`src/rtl/dct_pkg.sv`:
```
// Shared types, constants and the Q.12 DCT-II coefficient ROM for the 1-D DCT sequencer.
package dct_pkg;
    localparam int DCT_N         = 8;
    localparam int DCT_FRAC_BITS = 12;
    localparam int DCT_W         = 32;
    localparam int DCT_COEFF_W   = 16;

    typedef logic signed [DCT_W-1:0]       dct_lane_t;
    typedef dct_lane_t [DCT_N-1:0]         dct_vec_t;
    typedef logic signed [DCT_COEFF_W-1:0] dct_coeff_t;

    typedef enum logic [1:0] {
        ST_IDLE,
        ST_ISSUE,
        ST_DRAIN,
        ST_HOLD
    } dct_seq_state_e;

    // Row k, lane i: round(4096 * a_k * cos((2i+1)k*pi/16)), a_0 = sqrt(1/8), a_k = 0.5 otherwise.
    localparam dct_coeff_t DCT_COEFF [DCT_N][DCT_N] = '{
        '{ 16'sd1448,  16'sd1448,  16'sd1448,  16'sd1448,  16'sd1448,  16'sd1448,  16'sd1448,  16'sd1448},
        '{ 16'sd2009,  16'sd1703,  16'sd1138,  16'sd400,  -16'sd400,  -16'sd1138, -16'sd1703, -16'sd2009},
        '{ 16'sd1892,  16'sd784,  -16'sd784,  -16'sd1892, -16'sd1892, -16'sd784,   16'sd784,   16'sd1892},
        '{ 16'sd1703, -16'sd400,  -16'sd2009, -16'sd1138,  16'sd1138,  16'sd2009,  16'sd400,  -16'sd1703},
        '{ 16'sd1448, -16'sd1448, -16'sd1448,  16'sd1448,  16'sd1448, -16'sd1448, -16'sd1448,  16'sd1448},
        '{ 16'sd1138, -16'sd2009,  16'sd400,   16'sd1703, -16'sd1703, -16'sd400,   16'sd2009, -16'sd1138},
        '{ 16'sd784,  -16'sd1892,  16'sd1892, -16'sd784,  -16'sd784,   16'sd1892, -16'sd1892,  16'sd784 },
        '{ 16'sd400,  -16'sd1138,  16'sd1703, -16'sd2009,  16'sd2009, -16'sd1703,  16'sd1138, -16'sd400 }
    };
endpackage

```
`src/rtl/dct_lane_sum.sv`:
```
// Combinational 8-lane signed adder tree; lanes are sign-extended to ACC_W so the sum cannot overflow.
module dct_lane_sum
    import dct_pkg::*;
#(
    parameter int LANE_W = 32,
    parameter int ACC_W  = LANE_W + 3
) (
    input  logic [DCT_N*LANE_W-1:0] lanes_dat,
    output logic signed [ACC_W-1:0] sum_dat
);
    logic signed [ACC_W-1:0] ext  [DCT_N];
    logic signed [ACC_W-1:0] lvl1 [DCT_N/2];
    logic signed [ACC_W-1:0] lvl2 [DCT_N/4];

    always_comb begin
        for (int i = 0; i < DCT_N; i++) begin
            ext[i] = ACC_W'($signed(lanes_dat[i*LANE_W +: LANE_W]));
        end
        for (int j = 0; j < DCT_N/2; j++) begin
            lvl1[j] = ext[2*j] + ext[2*j+1];
        end
        for (int j = 0; j < DCT_N/4; j++) begin
            lvl2[j] = lvl1[2*j] + lvl1[2*j+1];
        end
        sum_dat = lvl2[0] + lvl2[1];
    end
endmodule

```
`src/rtl/dct_1d_seq.sv`:
```
// dct_1d_seq: 8-point 1-D DCT sequencer over dct_1d; 10+DCT_LAT cycles per vector, in_ready low until the result handshakes.
// DCT_SEQ_ROUND_EN: round half up before the Q.12 shift (truncates toward -inf when undefined).
module dct_1d_seq
    import dct_pkg::*;
#(
    parameter int DATA_WIDTH = 32,
    parameter int DATA_DEPTH = 8,
    parameter int FRAC_BITS  = DCT_FRAC_BITS,
    parameter int DCT_LAT    = 1
) (
    input  logic                             clk,
    input  logic                             reset,
    input  logic                             in_valid,
    output logic                             in_ready,
    input  logic [DATA_WIDTH*DATA_DEPTH-1:0] in_data,
    output logic                             out_valid,
    input  logic                             out_ready,
    output logic [DATA_WIDTH*DATA_DEPTH-1:0] out_data,
    output logic                             dct_reset_n,
    output logic [DATA_WIDTH*DATA_DEPTH-1:0] dct_data,
    output logic [DATA_WIDTH*DATA_DEPTH-1:0] dct_coeff,
    input  logic [DATA_WIDTH*DATA_DEPTH-1:0] dct_result
);
    localparam int ACC_W = DATA_WIDTH + 3;
    localparam int RW    = ACC_W + 1;
    localparam logic signed [RW-1:0] SAT_MAX = {{(RW-DATA_WIDTH+1){1'b0}}, {(DATA_WIDTH-1){1'b1}}};
    localparam logic signed [RW-1:0] SAT_MIN = {{(RW-DATA_WIDTH+1){1'b1}}, {(DATA_WIDTH-1){1'b0}}};
`ifdef DCT_SEQ_ROUND_EN
    localparam logic signed [RW-1:0] RND_BIAS = RW'(2**(FRAC_BITS-1));
`endif

    dct_seq_state_e                         state_q, state_d;
    logic [2:0]                             k_q, k_d;
    logic [DATA_WIDTH*DATA_DEPTH-1:0]       data_q, data_d;
    logic [DCT_LAT-1:0]                     tag_vld_q, tag_vld_d;
    logic [DCT_LAT-1:0][2:0]                tag_k_q, tag_k_d;
    logic [DCT_N-1:0][DATA_WIDTH-1:0]       res_q, res_d;
    logic                                   out_valid_q, out_valid_d;

    logic signed [ACC_W-1:0]                lane_sum;
    logic signed [RW-1:0]                   sum_rnd;
    logic signed [RW-1:0]                   sum_shr;
    logic [DATA_WIDTH-1:0]                  lane_sat;

    dct_lane_sum #(.LANE_W(DATA_WIDTH), .ACC_W(ACC_W)) u_lane_sum (
        .lanes_dat (dct_result),
        .sum_dat   (lane_sum)
    );

    always_comb begin
`ifdef DCT_SEQ_ROUND_EN
        sum_rnd = {lane_sum[ACC_W-1], lane_sum} + RND_BIAS;
`else
        sum_rnd = {lane_sum[ACC_W-1], lane_sum};
`endif
        sum_shr = sum_rnd >>> FRAC_BITS;
        if (sum_shr > SAT_MAX) begin
            lane_sat = SAT_MAX[DATA_WIDTH-1:0];
        end else if (sum_shr < SAT_MIN) begin
            lane_sat = SAT_MIN[DATA_WIDTH-1:0];
        end else begin
            lane_sat = sum_shr[DATA_WIDTH-1:0];
        end
    end

    always_comb begin
        state_d     = state_q;
        k_d         = k_q;
        data_d      = data_q;
        res_d       = res_q;
        out_valid_d = out_valid_q;

        // Each issued beat carries its row index down a DCT_LAT-deep pipe to meet its product.
        tag_vld_d[0] = (state_q == ST_ISSUE);
        tag_k_d[0]   = k_q;
        for (int i = 1; i < DCT_LAT; i++) begin
            tag_vld_d[i] = tag_vld_q[i-1];
            tag_k_d[i]   = tag_k_q[i-1];
        end
        if (tag_vld_q[DCT_LAT-1]) begin
            res_d[tag_k_q[DCT_LAT-1]] = lane_sat;
        end

        case (state_q)
            ST_IDLE: begin
                if (in_valid) begin
                    data_d  = in_data;
                    k_d     = 3'd0;
                    state_d = ST_ISSUE;
                end
            end
            ST_ISSUE: begin
                k_d = k_q + 3'd1;
                if (k_q == 3'd7) begin
                    state_d = ST_DRAIN;
                end
            end
            ST_DRAIN: begin
                if (!(|tag_vld_q)) begin
                    state_d     = ST_HOLD;
                    out_valid_d = 1'b1;
                end
            end
            ST_HOLD: begin
                if (out_ready) begin
                    state_d     = ST_IDLE;
                    out_valid_d = 1'b0;
                end
            end
            default: state_d = ST_IDLE;
        endcase
    end

    always_ff @(posedge clk) begin
        if (reset) begin
            state_q     <= ST_IDLE;
            k_q         <= 3'd0;
            data_q      <= '0;
            tag_vld_q   <= '0;
            tag_k_q     <= '0;
            res_q       <= '0;
            out_valid_q <= 1'b0;
        end else begin
            state_q     <= state_d;
            k_q         <= k_d;
            data_q      <= data_d;
            tag_vld_q   <= tag_vld_d;
            tag_k_q     <= tag_k_d;
            res_q       <= res_d;
            out_valid_q <= out_valid_d;
        end
    end

    always_comb begin
        dct_data  = '0;
        dct_coeff = '0;
        if (state_q == ST_ISSUE) begin
            dct_data = data_q;
            for (int i = 0; i < DCT_N; i++) begin
                dct_coeff[i*DATA_WIDTH +: DATA_WIDTH] = DATA_WIDTH'(DCT_COEFF[k_q][i]);
            end
        end
    end

    assign in_ready    = (state_q == ST_IDLE) && !reset;
    assign out_valid   = out_valid_q;
    assign out_data    = res_q;
    assign dct_reset_n = ~reset;
endmodule

```
`config.mk`:
```
export PLATFORM = sky130hd
export DESIGN_NAME = dct_1d_seq
export DESIGN_NICKNAME = d
export VERILOG_FILES = /design/src/rtl/dct_pkg.sv /design/src/rtl/dct_lane_sum.sv /design/src/rtl/dct_1d_seq.sv
export SDC_FILE = /design/constraint.sdc
export NUM_CORES = 1
export LEC_CHECK = 0
export ABC_AREA = 1
export BUFFER_PORTS_ARGS = -buffer_cell sky130_fd_sc_hd__buf_2
export CORE_AREA = 3 3 501 503
export DETAILED_ROUTE_END_ITERATION = 16
export DIE_AREA = 0 0 504 506
export PLACE_DENSITY_LB_ADDON = 0.2
export REMOVE_ABC_BUFFERS = 1
export SYNTH_ARGS = -nofsm -noshare
export SYNTH_HDL_FRONTEND = slang
export SYNTH_SLANG_ARGS = --single-unit
```
`constraint.sdc`:
```
create_clock -name clk -period 13.1 [get_ports clk]
set_input_delay 2.62 -clock clk [delete_from_list [all_inputs] [get_ports clk]]
set_output_delay 2.62 -clock clk [all_outputs]
set_load 0.1 [all_outputs]
```
Word-level counts from Yosys, hierarchy flattened
Memory sizes are Yosys's and may differ from the RTL's.
Index checks and enable logic that the tools add are counted.
- add/sub/neg operators: 8
- magnitude comparators: 5
- equal/unequal tests: 8
- multiplexer cells: 19
- bitwise logic cells: 2
- reductions and logical operators: 10
- operator list (cell ; count):
    256-bit two-way mux ; 2
    256-bit bitwise mux ; 1
    128-bit two-way mux ; 2
    32-bit by 32-bit adder with 33-bit output ; 4
    35-bit adder ; 3
    32-bit demux with 3-bit select ; 1
    32-bit two-way mux ; 3
    23-bit by 32-bit > comparator with 1-bit output, second input constant ; 1
    23-bit by 32-bit less-than comparator with 1-bit output, second input constant ; 1
    2-bit two-way mux ; 4
    2-bit case mux with 4 select lines ; 1
    2-bit inequality test, second input constant ; 3
    3-bit case mux with 2 select lines ; 1
    2-bit == test, second input constant ; 2
    4-bit >= comparator, second input constant ; 1
    3-bit by 4-bit less-than comparator with 1-bit output, second input constant ; 1
    3-bit inverter with 4-bit output ; 1
    2-bit AND reduction ; 2
    4-bit AND reduction ; 1
    2-bit nonzero test ; 2
    3-bit by 1-bit adder with 3-bit output, second input constant ; 1
    3-bit == test, second input constant ; 1
    3-bit by 1-bit >= comparator with 1-bit output, second input constant ; 1
    3-bit two-way mux ; 1
    other kinds (9) ; 11
- register bits after elaboration: 522
- ROM bits: 1024
- input bits: 516
- output and inout bits: 771
- logic and storage cells: 67
- memories: 1
- memories (name ; depth ; width ; rd ports ; clocked after memory_dff ; write ports ; RTL line ; source):
    (no name shown) ; 8 ; 128 ; 1 ; 0 ; 0 ; dct_1d_seq.sv:140 ; dct_coeff[i*DATA_WIDTH +: DATA_WIDTH] = DATA_WIDTH'(DCT_COEFF[k_q][i]);

Longest topological paths before layout
Gate-level depths: netlist of run 1.
- depth in word-level cells: 7
- mapped depth: 28
- mapped depth without buffers: 28

By module
Synthesis of run 1 repeated with hierarchy kept, for this count alone.
- cell total of the unflattened synthesis: 4726
- area total of the unflattened synthesis: 30857.1 sq um
- modules (own cells, without submodules) (module ; instances ; cells each ; area each (sq um) ; seq. area each (sq um)):
    dct_1d_seq ; 1 ; 2992 ; 20559.7 ; 9168.8
    dct_lane_sum ; 1 ; 1734 ; 10297.4 ; 0.0

Least setup slack after synthesis of run 1
No wires, ideal clock.
- kind: register -> output
- from: reg state_q[1]
- to: out dct_coeff[226]
- arrival time: 4.439 ns
- required time: 10.480 ns
- slack: 6.041 ns
- stages on the path, launching flop included: 9
- buffers on the path: 2
- path through: dfxtp_1 > inv_1 > ha_1 > clkbuf_1 > inv_1 > nor2_1 > nor2_1 > a21oi_1 > buf_4
- cells in the longest elaborated chain, start to end: 2
- ends and longest elaborated chain (what ; RTL line ; source):
    from (decl) ; dct_1d_seq.sv:32 ; dct_seq_state_e state_q, state_d;
    from (signal assigned) ; dct_1d_seq.sv:124 ; state_q <= state_d;
    2-bit by 1-bit == test with 1-bit output ; - ;
    via tag_vld_d ; dct_1d_seq.sv:35 ; logic [DCT_LAT-1:0] tag_vld_q, tag_vld_d;
    256-bit two-way mux ; dct_1d_seq.sv:137 ; if (state_q == ST_ISSUE) begin
    to (decl) ; dct_1d_seq.sv:21 ; output logic [DATA_WIDTH*DATA_DEPTH-1:0] dct_coeff,
The timed path passes the listed nets, and every way through them passes these cells.

Worst setup path after layout of run 1
- from: in dct_result[128]
- to: reg res_q, in the netlist out_data[239]
- cells in the longest elaborated chain, start to end: 7
- elaborated cells between the ends (all ways): 8
- those cells by class: add/sub (3); order compare (2); mux (3)
- ends and longest elaborated chain (what ; RTL line ; source):
    from (decl) ; dct_1d_seq.sv:22 ; input logic [DATA_WIDTH*DATA_DEPTH-1:0] dct_result
    32-bit by 32-bit adder with 33-bit output (*) ; dct_lane_sum.sv:20 ; lvl1[j] = ext[2*j] + ext[2*j+1];
    35-bit adder (*) ; dct_lane_sum.sv:23 ; lvl2[j] = lvl1[2*j] + lvl1[2*j+1];
    35-bit adder (*) ; dct_lane_sum.sv:25 ; sum_dat = lvl2[0] + lvl2[1];
    23-bit by 32-bit less-than comparator with 1-bit output ; dct_1d_seq.sv:59 ; end else if (sum_shr < SAT_MIN) begin
    32-bit two-way mux ; dct_1d_seq.sv:59 ;
    32-bit two-way mux (*) ; dct_1d_seq.sv:57 ; if (sum_shr > SAT_MAX) begin
    256-bit bitwise mux (*) ; dct_1d_seq.sv:81 ; res_d[tag_k_q[DCT_LAT-1]] = lane_sat;
    to (signal assigned) ; dct_1d_seq.sv:129 ; res_q <= res_d;
    to (decl) ; dct_1d_seq.sv:37 ; logic [DCT_N-1:0][DATA_WIDTH-1:0] res_q, res_d;
Every way passes the cells marked *; elsewhere a longest branch is shown, timed or not.
A chain may end at the register's enable or synchronous reset.

==> flow_summary.json, run 1 <==
{
  "status": "finished, final reports clean",
  "p_int_uw": 4210,
  "synth_top_area_share": 0.284,
  "worstHoldPathCells": 2,
  "synth_area_leaders": "dfxtp_1 (28%), nor2_1 (12%), nand2_1 (9.8%), inv_1 (9.5%), ha_1 (7.0%)",
  "rows": 182,
  "syn_avg_cell_area_um2": 6.41,
  "hpwl_um": 163000,
  "final_cell_mix": "buf_2 (1264), nor2_1 (1057), nand2_1 (841)",
  "synth_seq_cells": 458,
  "skew_ns": 0.0265,
  "routed_wl_um": 196000,
  "crit_top_cell": "inv_1",
  "drt-vias-per-instance": 3.82,
  "critPathKind": "in -> reg",
  "drt_iter0_drc": 2702,
  "cts_tree": "built",
  "die_y_um": 506,
  "swShare": 0.634,
  "die-area_um2": 255000,
  "yosysSeqAreaShare": 0.284,
  "grt_setup_unrepaired": "no",
  "synth_warnings": 0,
  "portBuffers": 1265,
  "antenna_left": 0,
  "power_uw": 11500,
  "worst_slew_pin_slew_ns": 1.19,
  "pwr-share-clk": 0.156,
  "syn_inst": 5032,
  "overflow": 0,
  "nNetsFinal": 6765,
  "crit_fanout": 8,
  "finalSetupViolations": 0,
  "period_share": 0.609,
  "worstPathRequired_ns": 13.70,
  "htreeDepth": 2,
  "synth.distinct_cells": 41,
  "r2r_cells": 7,
  "drt_first_pass_iters": 5,
  "critical_path.endpoint_type": "register",
  "start_kind": "input pin",
  "fill_cells": 28931,
  "drc": 0,
  "hold_violations": 0,
  "layout_commonest_cell": "buf_2",
  "leakagePower_uw": 0.0241,
  "grt_pass1_wl_um": 270000,
  "irDropWorstVdd_uv": 208,
  "vias": 35798,
  "power.density_nw_per_um2": 268,
  "p_switching_uw": 7290,
  "synth_top_area_cell": "dfxtp_1",
  "syn_to_final_growth_pct": 32.8,
  "setup_tns_ns": 0,
  "p_seq_frac": 0.158,
  "clk_latency_ns": 0.68,
  "gr-usage-all-layers": 0.146,
  "max_slew_margin": 0.207,
  "start_util": 0.131,
  "hp-class": "reg -> reg",
  "maxSlewViolCount": 0,
  "numCtsBuffers": 60,
  "grt_pass1_vias": 34592,
  "crit_path_cell_trace": "buf_2 > ha_1 > inv_1 > fa_1 > o21ai_1 > a21boi_1 > o21ai_2 > a21oi_1 > xnor2_1 > fa_1 > inv_1 > fa_1 > inv_1 > ha_1 > a21oi_1 > o21ai_0 > a21oi_1 > o21a_1 > nand3_1 > nand3_1 > nand2_1 > inv_1",
  "grt_max_degree": 101,
  "core_um2": 246000,
  "cts_root_buf": "clkbuf_16",
  "postCtsHoldBufs": 0,
  "drv_cap": 0,
  "post_cts_buffers": 0,
  "period_needed_ns": 7.98,
  "clkTransAtPathRegs_ns": 0.06,
  "dieWidth_um": 504,
  "combPwrFrac": 0.685,
  "max_stage_delay_ns": 0.52,
  "antenna_found_initial": 53,
  "cpMaxStageDelayCell": "nand3_1",
  "cts.path.max_buffers": 3,
  "timing.hold.ws_ns": 0.475,
  "cp.arrival_ns": 8.58,
  "cts_resized": 0,
  "ios": 1287,
  "fmax_mhz": 125,
  "place.gp.congestion": 0.879,
  "cts_num_sinks": 458,
  "syn_area_um2": 32300,
  "final_layout_size_suffix_gt1_frac": 0.237,
  "routedWlPerCell_um": 20.9
}
metal layers:
layer,GRT usage,wire length [um],vias up
li1,-,-,17309
met1,0.194,88300,16991
met2,0.230,85300,1268
met3,0.0486,17800,198
met4,0.0276,4020,32
met5,0,207,-
path summary, 6_finish.rpt:
path                                      start       endpoint  slack, ns
worst min-delay path              out_data[159]  out_data[159]       0.47
worst max-delay path            dct_result[128]  out_data[239]       5.12
worst max register to register       state_q[0]     data_q[38]      10.00
worst min register to register    out_data[159]  out_data[159]       0.47
worst max-delay path, delay by kind of cell:
kind | cells | cell delay, ns
AOI/OAI and AO/OA | 8 | 2.45
xor gates and xnor gates | 1 | 0.48
adders and majority gates | 5 | 1.77
buffers and inverters | 5 | 0.38
and+or+nand+nor | 3 | 0.88
state kept, by name, summed over array words and instances, names as in the netlist:
| register | count |
|---|---|
| data_q | 256 |
| out_data | 192 |
| k_q | 3 |
| tag_k_q | 3 |
| state_q | 2 |
| out_valid | 1 |
| tag_vld_q | 1 |
cell usage after synthesis, drive strengths merged:
cell type / instances
a31oi: 8
conb: 1
a21oi: 243
a21o: 22
o22ai: 5
a31o: 3
nor4: 10
o21a: 19
xnor2: 28
nand3b: 5
dfxtp: 458
xor2: 71
a211oi: 1
fa: 70
nand3: 216
a21boi: 8
ha: 181
o21bai: 18
buf: 268
nor3: 31
o211ai: 37
nand4: 20
nor2: 1066
inv: 813
o2111ai: 2
clkbuf: 144
nand2: 847
o21ai: 436
o221a: 1
power by group through the flow:
stage               Sequential (uW)  Combinational (uW)  Clock [uW]
finish                         1820                7880        1800
global route                   1860                8550        1920
CTS                            1820                8020        1880
detailed placement             1850                8000           0
global placement               1840                8020           0
floorplan                      2090                4870           0
final cells by class:
class                   count  area (um2)  area share
diodes                     16        40.0    0.000934
inverters                 813        3070      0.0715
clock inverters            25         379     0.00884
multi-input cells        3369       17800       0.414
well taps                3312        4140      0.0967
repair buffers           1296        6570       0.153
flip-flops and latches    458        9170       0.214
clock buffers              87        1730      0.0404
cells by family after synthesis:
family | count (synthesis) | synth area share
AO/OA/AOI/OAI | 803 | 0.135
XOR/XNOR | 99 | 0.0273
adder cells (fa/ha/maj) | 251 | 0.114
buffers and inverters | 1225 | 0.171
flip-flops | 458 | 0.284
other | 1 | 0.000116
AND/OR/NAND/NOR | 2195 | 0.269
through the flow:
stage	instance area (um2)	instances	setup WS, ns	util
detailed placement	40700	9248	4.56	0.165
floorplan	29900	4640	-25.85	-
CTS	42800	9360	5.28	0.174
finish	42900	9376	5.12	0.174
global placement	40700	9248	4.52	0.165
global route	42800	9362	4.82	0.174
No activity file was read; power rests on OpenSTA's default activity.
==> run 2: changes to the inputs <==
--- a/config.mk
+++ b/config.mk
@@ -7,9 +7,9 @@
 export LEC_CHECK = 0
 export ABC_AREA = 1
 export BUFFER_PORTS_ARGS = -buffer_cell sky130_fd_sc_hd__buf_2
-export CORE_AREA = 3 3 501 503
+export CORE_AREA = 3 3 506 508
 export DETAILED_ROUTE_END_ITERATION = 16
-export DIE_AREA = 0 0 504 506
+export DIE_AREA = 0 0 509 511
 export PLACE_DENSITY_LB_ADDON = 0.2
 export REMOVE_ABC_BUFFERS = 1
 export SYNTH_ARGS = -nofsm -noshare
==> constraint.sdc (replaced) <==
create_clock -name clk -period 7.5 [get_ports clk]
set_input_delay 1.5 -clock clk [delete_from_list [all_inputs] [get_ports clk]]
set_output_delay 1.5 -clock clk [all_outputs]
set_load 0.1 [all_outputs]
==> run 2 against run 1 <==
  * Wire length decreased by 0.18%
  * Final cell count rose by 0.83%
  * Die area grew 2.0%
  * Sequential share of layout area fell by 0.25 points
  * Clock power up 82%
  * Critical path type unchanged
  * Critical endpoint is now out_data[140]
  * Largest cell class unchanged
==> flow_summary.json, run 2 (synthesis results as in run 1) <==
{
  "met3_usage": 0.0439,
  "r2r_cells": 7,
  "crit_fanout": 8,
  "worstPathRequired_ns": 8.10,
  "drt-vias-per-instance": 3.78,
  "portBuffers": 1265,
  "met1_usage": 0.195,
  "drt_first_pass_iters": 5,
  "crit_path_cell_trace": "buf_2 > ha_1 > a21oi_1 > o21ai_0 > a21oi_1 > inv_1 > a21oi_1 > o21ai_0 > xor2_1 > fa_1 > inv_1 > fa_1 > inv_1 > ha_1 > nand2_1 > nor4_1 > a21boi_0 > o21bai_2 > buf_12 > nand3_1 > nand2_1 > inv_1",
  "overflow": 0,
  "routed_wl_um": 195000,
  "regMostFlops": "data_q",
  "layout_commonest_cell": "buf_2",
  "grt_setup_unrepaired": "no",
  "clk_latency_ns": 0.66,
  "status": "finished, final reports clean",
  "finalSetupViolations": 0,
  "cts.path.max_buffers": 3,
  "grt_busiest_layer": "met2",
  "leakagePower_uw": 0.0243,
  "nNetsFinal": 6804,
  "irDropWorstVdd_uv": 402,
  "max_stage_delay_ns": 0.70,
  "numCtsBuffers": 66,
  "rows": 184,
  "core_um2": 252000,
  "post_cts_buffers": 0,
  "drv_cap": 0,
  "cp.arrival_ns": 7.17,
  "grt_pass1_vias": 34430,
  "grt_pass1_wl_um": 269000,
  "drt_iter0_drc": 2592,
  "period_share": 0.876,
  "worst_slew_pin_slew_ns": 1.34,
  "antenna_found_initial": 57,
  "clkTransAtPathRegs_ns": 0.05,
  "die-area_um2": 260000,
  "drc": 0,
  "grt_max_degree": 175,
  "met2_usage": 0.219,
  "dieWidth_um": 509,
  "largest_reg_flops": 256,
  "cts_num_sinks": 458,
  "critical_path.endpoint_type": "register",
  "hold_violations": 0,
  "syn_to_final_growth_pct": 34.4,
  "max_slew_margin": 0.106,
  "fmax_mhz": 152,
  "hpwl_um": 161000,
  "dp.cells": 9317,
  "htreeDepth": 3,
  "power_uw": 21200,
  "power.density_nw_per_um2": 488,
  "period_needed_ns": 6.57,
  "postCtsHoldBufs": 0,
  "hp-class": "reg -> reg",
  "r2r-start": "state_q[0]",
  "cts_resized": 0,
  "maxSlewViolCount": 0,
  "instances_no_fill": 9454,
  "start_util": 0.128,
  "vias": 35690,
  "final_cell_mix": "buf_2 (1264), nor2_1 (1057), nand2_1 (841)",
  "routedWlPerCell_um": 20.7,
  "r2r_slack_ns": 4.53,
  "cts_root_buf": "clkbuf_16",
  "setup.worst_path.start": "dct_result[135]",
  "place.gp.congestion": 0.893,
  "cpMaxStageDelayCell": "nor4_1",
  "worstReg2RegEnd": "data_q[60]",
  "worstSetupEndpoint": "out_data[140]",
  "skew_ns": 0.0490,
  "die_y_um": 511,
  "ios": 1287,
  "antenna_left": 0,
  "gr-usage-all-layers": 0.143,
  "critPathKind": "in -> reg",
  "final_layout_size_suffix_gt1_frac": 0.241,
  "start_kind": "input pin",
  "cts_tree": "built",
  "crit_top_cell": "inv_1"
}
## run 2: worst min-delay path by stage
stage | startpoint | endpoint | slack, ns | depth (start not counted)
final | out_data[191] | out_data[191] | 0.46 | 2
after floorplan | data_q[0] | data_q[0] | 0.45 | 2
after detailed placement | out_data[191] | out_data[191] | 0.46 | 2
after global routing | out_data[191] | out_data[191] | 0.50 | 2
after CTS | out_data[191] | out_data[191] | 0.47 | 2
after global placement | out_data[191] | out_data[191] | 0.46 | 2
## run 2: area by class of cell
| class | instances | area [um2] |
|---|---|---|
| Multi-Input combinational cell | 3369 | 17800 |
| Timing Repair Buffer | 1329 | 6940 |
| Clock buffer | 89 | 1850 |
| Fill cell | 29295 | 208000 |
| Sequential cell | 458 | 9170 |
| Clock inverter | 25 | 343 |
| Tap cell | 3348 | 4190 |
| Antenna cell | 23 | 57.6 |
| Inverter | 813 | 3070 |
## run 2: per-layer routing
metal,share of wire,routed length [um]
met5,0.00061,119
met4,0.022,4260
met3,0.088,17200
met2,0.43,83300
met1,0.46,90400
## run 2: per-stage QoR
step / instance area [um2] / setup slack, ns / util / hold WS (ns) / TNS, ns
floorplan: 29900 / -30.33 / - / 0.455 / -3854.78
global placement: 41100 / 0.416 / 0.163 / 0.456 / 0
detailed placement: 41100 / 0.386 / 0.163 / 0.462 / 0
CTS: 43300 / 1.12 / 0.172 / 0.471 / 0
global route: 43300 / 0.653 / 0.172 / 0.497 / 0
finish: 43400 / 0.931 / 0.172 / 0.463 / 0
## run 2: power by group
group	switching, uW	internal, uW	total, uW
registers	253	2920	3170
clock network	1370	1890	3270
logic	11500	3280	14800
total	13100	8090	21200
## run 2: worst max-delay path, delay by kind of cell
| kind | cells | cell delay, ns |
|---|---|---|
| buf+inv | 6 | 0.57 |
| fa+ha+maj | 4 | 1.86 |
| simple gates | 4 | 0.97 |
| compound gates | 7 | 2.05 |
| xor+xnor | 1 | 0.19 |
==> run 3: changes to the inputs <==
--- a/config.mk
+++ b/config.mk
@@ -5,13 +5,12 @@
 export SDC_FILE = /design/constraint.sdc
 export NUM_CORES = 1
 export LEC_CHECK = 0
-export ABC_AREA = 1
 export BUFFER_PORTS_ARGS = -buffer_cell sky130_fd_sc_hd__buf_2
-export CORE_AREA = 3 3 506 508
+export CORE_AREA = 3 3 500 502
 export DETAILED_ROUTE_END_ITERATION = 16
-export DIE_AREA = 0 0 509 511
+export DIE_AREA = 0 0 503 505
+export GPL_ROUTABILITY_DRIVEN = 0
 export PLACE_DENSITY_LB_ADDON = 0.2
-export REMOVE_ABC_BUFFERS = 1
 export SYNTH_ARGS = -nofsm -noshare
 export SYNTH_HDL_FRONTEND = slang
 export SYNTH_SLANG_ARGS = --single-unit
==> run 3 against run 2 <==
  * Utilization decreased by 0.51 points
  * Sequential share of layout area is 1.2 points higher
  * Final area fell by 5.3%
  * Clock skew up 0.0016 ns
  * Die area down 2.3%
==> flow_summary.json, run 3 <==
{
  "cts.path.max_buffers": 3,
  "finalSetupViolations": 0,
  "largest_reg_flops": 256,
  "cts_root_buf": "clkbuf_16",
  "final_layout_size_suffix_gt1_frac": 0.326,
  "critPathKind": "in -> reg",
  "cpMaxStageDelayCell": "fa_1",
  "gr-usage-all-layers": 0.131,
  "rows": 182,
  "synth_top_area_cell": "dfxtp_1",
  "start_util": 0.118,
  "drv_cap": 0,
  "worstPathRequired_ns": 8.00,
  "core_um2": 246000,
  "overflow": 0,
  "yosysMostFrequentCell": "nand2_1",
  "synth_area_leaders": "dfxtp_1 (31%), nand2_1 (11%), a21oi_1 (10%), ha_1 (7.8%), buf_4 (6.1%)",
  "hpwl_um": 145000,
  "yosysSeqAreaShare": 0.315,
  "drt-vias-per-instance": 3.68,
  "synth_warnings": 0,
  "synth.distinct_cells": 75,
  "post_dp_cell_area_um2": 39100,
  "dieWidth_um": 503,
  "hp-class": "reg -> reg",
  "portBuffers": 1265,
  "status": "finished, final reports clean",
  "max_stage_delay_ns": 0.55,
  "leakagePower_uw": 0.0193,
  "cts_num_sinks": 458,
  "synth_top_area_share": 0.315,
  "syn_avg_cell_area_um2": 7.59,
  "skew_ns": 0.0506,
  "swShare": 0.570,
  "grt_pass1_wl_um": 237000,
  "worst_slew_pin_slew_ns": 1.19,
  "period_share": 0.948,
  "period_needed_ns": 7.11,
  "drt_first_pass_iters": 5,
  "nNetsFinal": 5710,
  "final_cell_mix": "buf_2 (1264), nand2_1 (879), a21oi_1 (581)",
  "syn_area_um2": 29100,
  "synth_seq_cells": 458,
  "hold_violations": 0,
  "clkTransAtPathRegs_ns": 0.06,
  "fin_util": 0.167,
  "fin_area_um2": 41100,
  "cts_tree": "built",
  "antenna_found_initial": 100,
  "max_slew_margin": 0.204,
  "drc": 0,
  "clk_latency_ns": 0.68,
  "timing.hold.ws_ns": 0.447,
  "fmax_mhz": 141,
  "syn_inst": 3834,
  "power.density_nw_per_um2": 528,
  "cp.arrival_ns": 7.61,
  "maxSlewViolCount": 0,
  "regMostFlops": "data_q",
  "async_reset_ff_frac": 0,
  "start_kind": "input pin",
  "p_switching_uw": 12400,
  "p_seq_frac": 0.136,
  "synth_common_cells": "nand2_1 (881), a21oi_1 (582), dfxtp_1 (458)",
  "routed_wl_um": 175000,
  "numCtsBuffers": 59,
  "grt_pass1_vias": 29554,
  "post_cts_buffers": 0,
  "die_y_um": 505,
  "crit_fanout": 16,
  "irDropWorstVdd_uv": 505,
  "syn_to_final_growth_pct": 41.2,
  "synth-edff-count": 0,
  "ios": 1287,
  "drt_iter0_drc": 1280,
  "critical_path.endpoint_type": "register",
  "grt_max_degree": 194,
  "combPwrFrac": 0.727,
  "layout_commonest_cell": "buf_2",
  "antenna_left": 0,
  "routedWlPerCell_um": 21.3,
  "pwr-share-clk": 0.136,
  "p_int_uw": 9330,
  "vias": 30270,
  "die-area_um2": 254000,
  "htreeDepth": 2,
  "grt_setup_unrepaired": "no",
  "synthFlopType": "dfxtp_1"
}
-- run 3: kinds of logic (layout without fill, tap and decap cells) --
group | count (synthesis) | count (layout) | synth area share
other cells | 1 | 35 | 0.000129
fa+ha+maj | 251 | 251 | 0.126
simple gates | 1474 | 1474 | 0.227
mux | 1 | 1 | 0.000344
compound gates | 935 | 935 | 0.186
flops | 458 | 458 | 0.315
buf+inv | 587 | 1725 | 0.106
xor+xnor | 127 | 127 | 0.0390
-- run 3: per-layer routing --
| layer | vias to the layer above | wire length, um | GRT usage |
|---|---|---|---|
| met3 | 263 | 9670 | 0.0225 |
| met4 | 14 | 4050 | 0.0242 |
| met5 | - | 86 | 0 |
| li1 | 14676 | - | - |
| met2 | 1114 | 92000 | 0.250 |
| met1 | 14203 | 69400 | 0.150 |
-- run 3: repair_timing --
action / 4_1_cts / 5_1_grt
hold buffers: 0 / 0
setup endpoints to repair: 0 / 2
endpoints found under the hold margin: 0 / 0
gates resized for setup: 0 / 1
-- run 3: power groups by stage --
| stage | Combinational (uW) | Sequential, uW | Clock [uW] |
|---|---|---|---|
| after global placement | 16700 | 3010 | 0 |
| after CTS | 16700 | 2960 | 3120 |
| after floorplan | 7420 | 3430 | 0 |
| after detailed placement | 16700 | 3020 | 0 |
| final | 15800 | 2960 | 2950 |
| after global routing | 17100 | 3010 | 3190 |
-- run 3: path summary, 6_finish.rpt --
path              startpoint       endpoint  slack, ns  cells after the start
min               data_q[79]     data_q[79]       0.45                      2
max reg2reg           k_q[0]         k_q[1]       4.54                      6
max          dct_result[193]  out_data[158]       0.39                     29
min reg2reg       data_q[79]     data_q[79]       0.45                      2
-- run 3: stage by stage --
step | cells | setup WS, ns | TNS [ns] | total power [uW]
after floorplan | 3854 | 0.576 | 0 | 10900
after global placement | 8102 | -0.451 | -21.73 | 19700
after detailed placement | 8102 | -0.406 | -19.99 | 19700
after CTS | 8212 | 0.345 | 0 | 22800
after global routing | 8213 | 0.0131 | 0 | 23300
final | 8226 | 0.391 | 0 | 21700
-- run 3: critical path, delay by kind of cell --
kind | cells | cell delay, ns
XOR/XNOR | 2 | 0.34
adder cells (fa/ha/maj) | 4 | 1.64
AO/OA/AOI/OAI | 9 | 1.68
buffers and inverters | 6 | 0.67
AND/OR/NAND/NOR | 8 | 1.74
-- run 3: area by class of cell --
| type | instances | area, um2 |
|---|---|---|
| clock buffers | 80 | 1650 |
| clock inverters | 30 | 319 |
| flip-flops and latches | 458 | 9170 |
| diodes | 14 | 35.0 |
| multi-input cells | 2809 | 17200 |
| repair buffers | 1458 | 8080 |
| well taps | 3220 | 4030 |
| inverters | 157 | 589 |
| fillers | 28243 | 205000 |
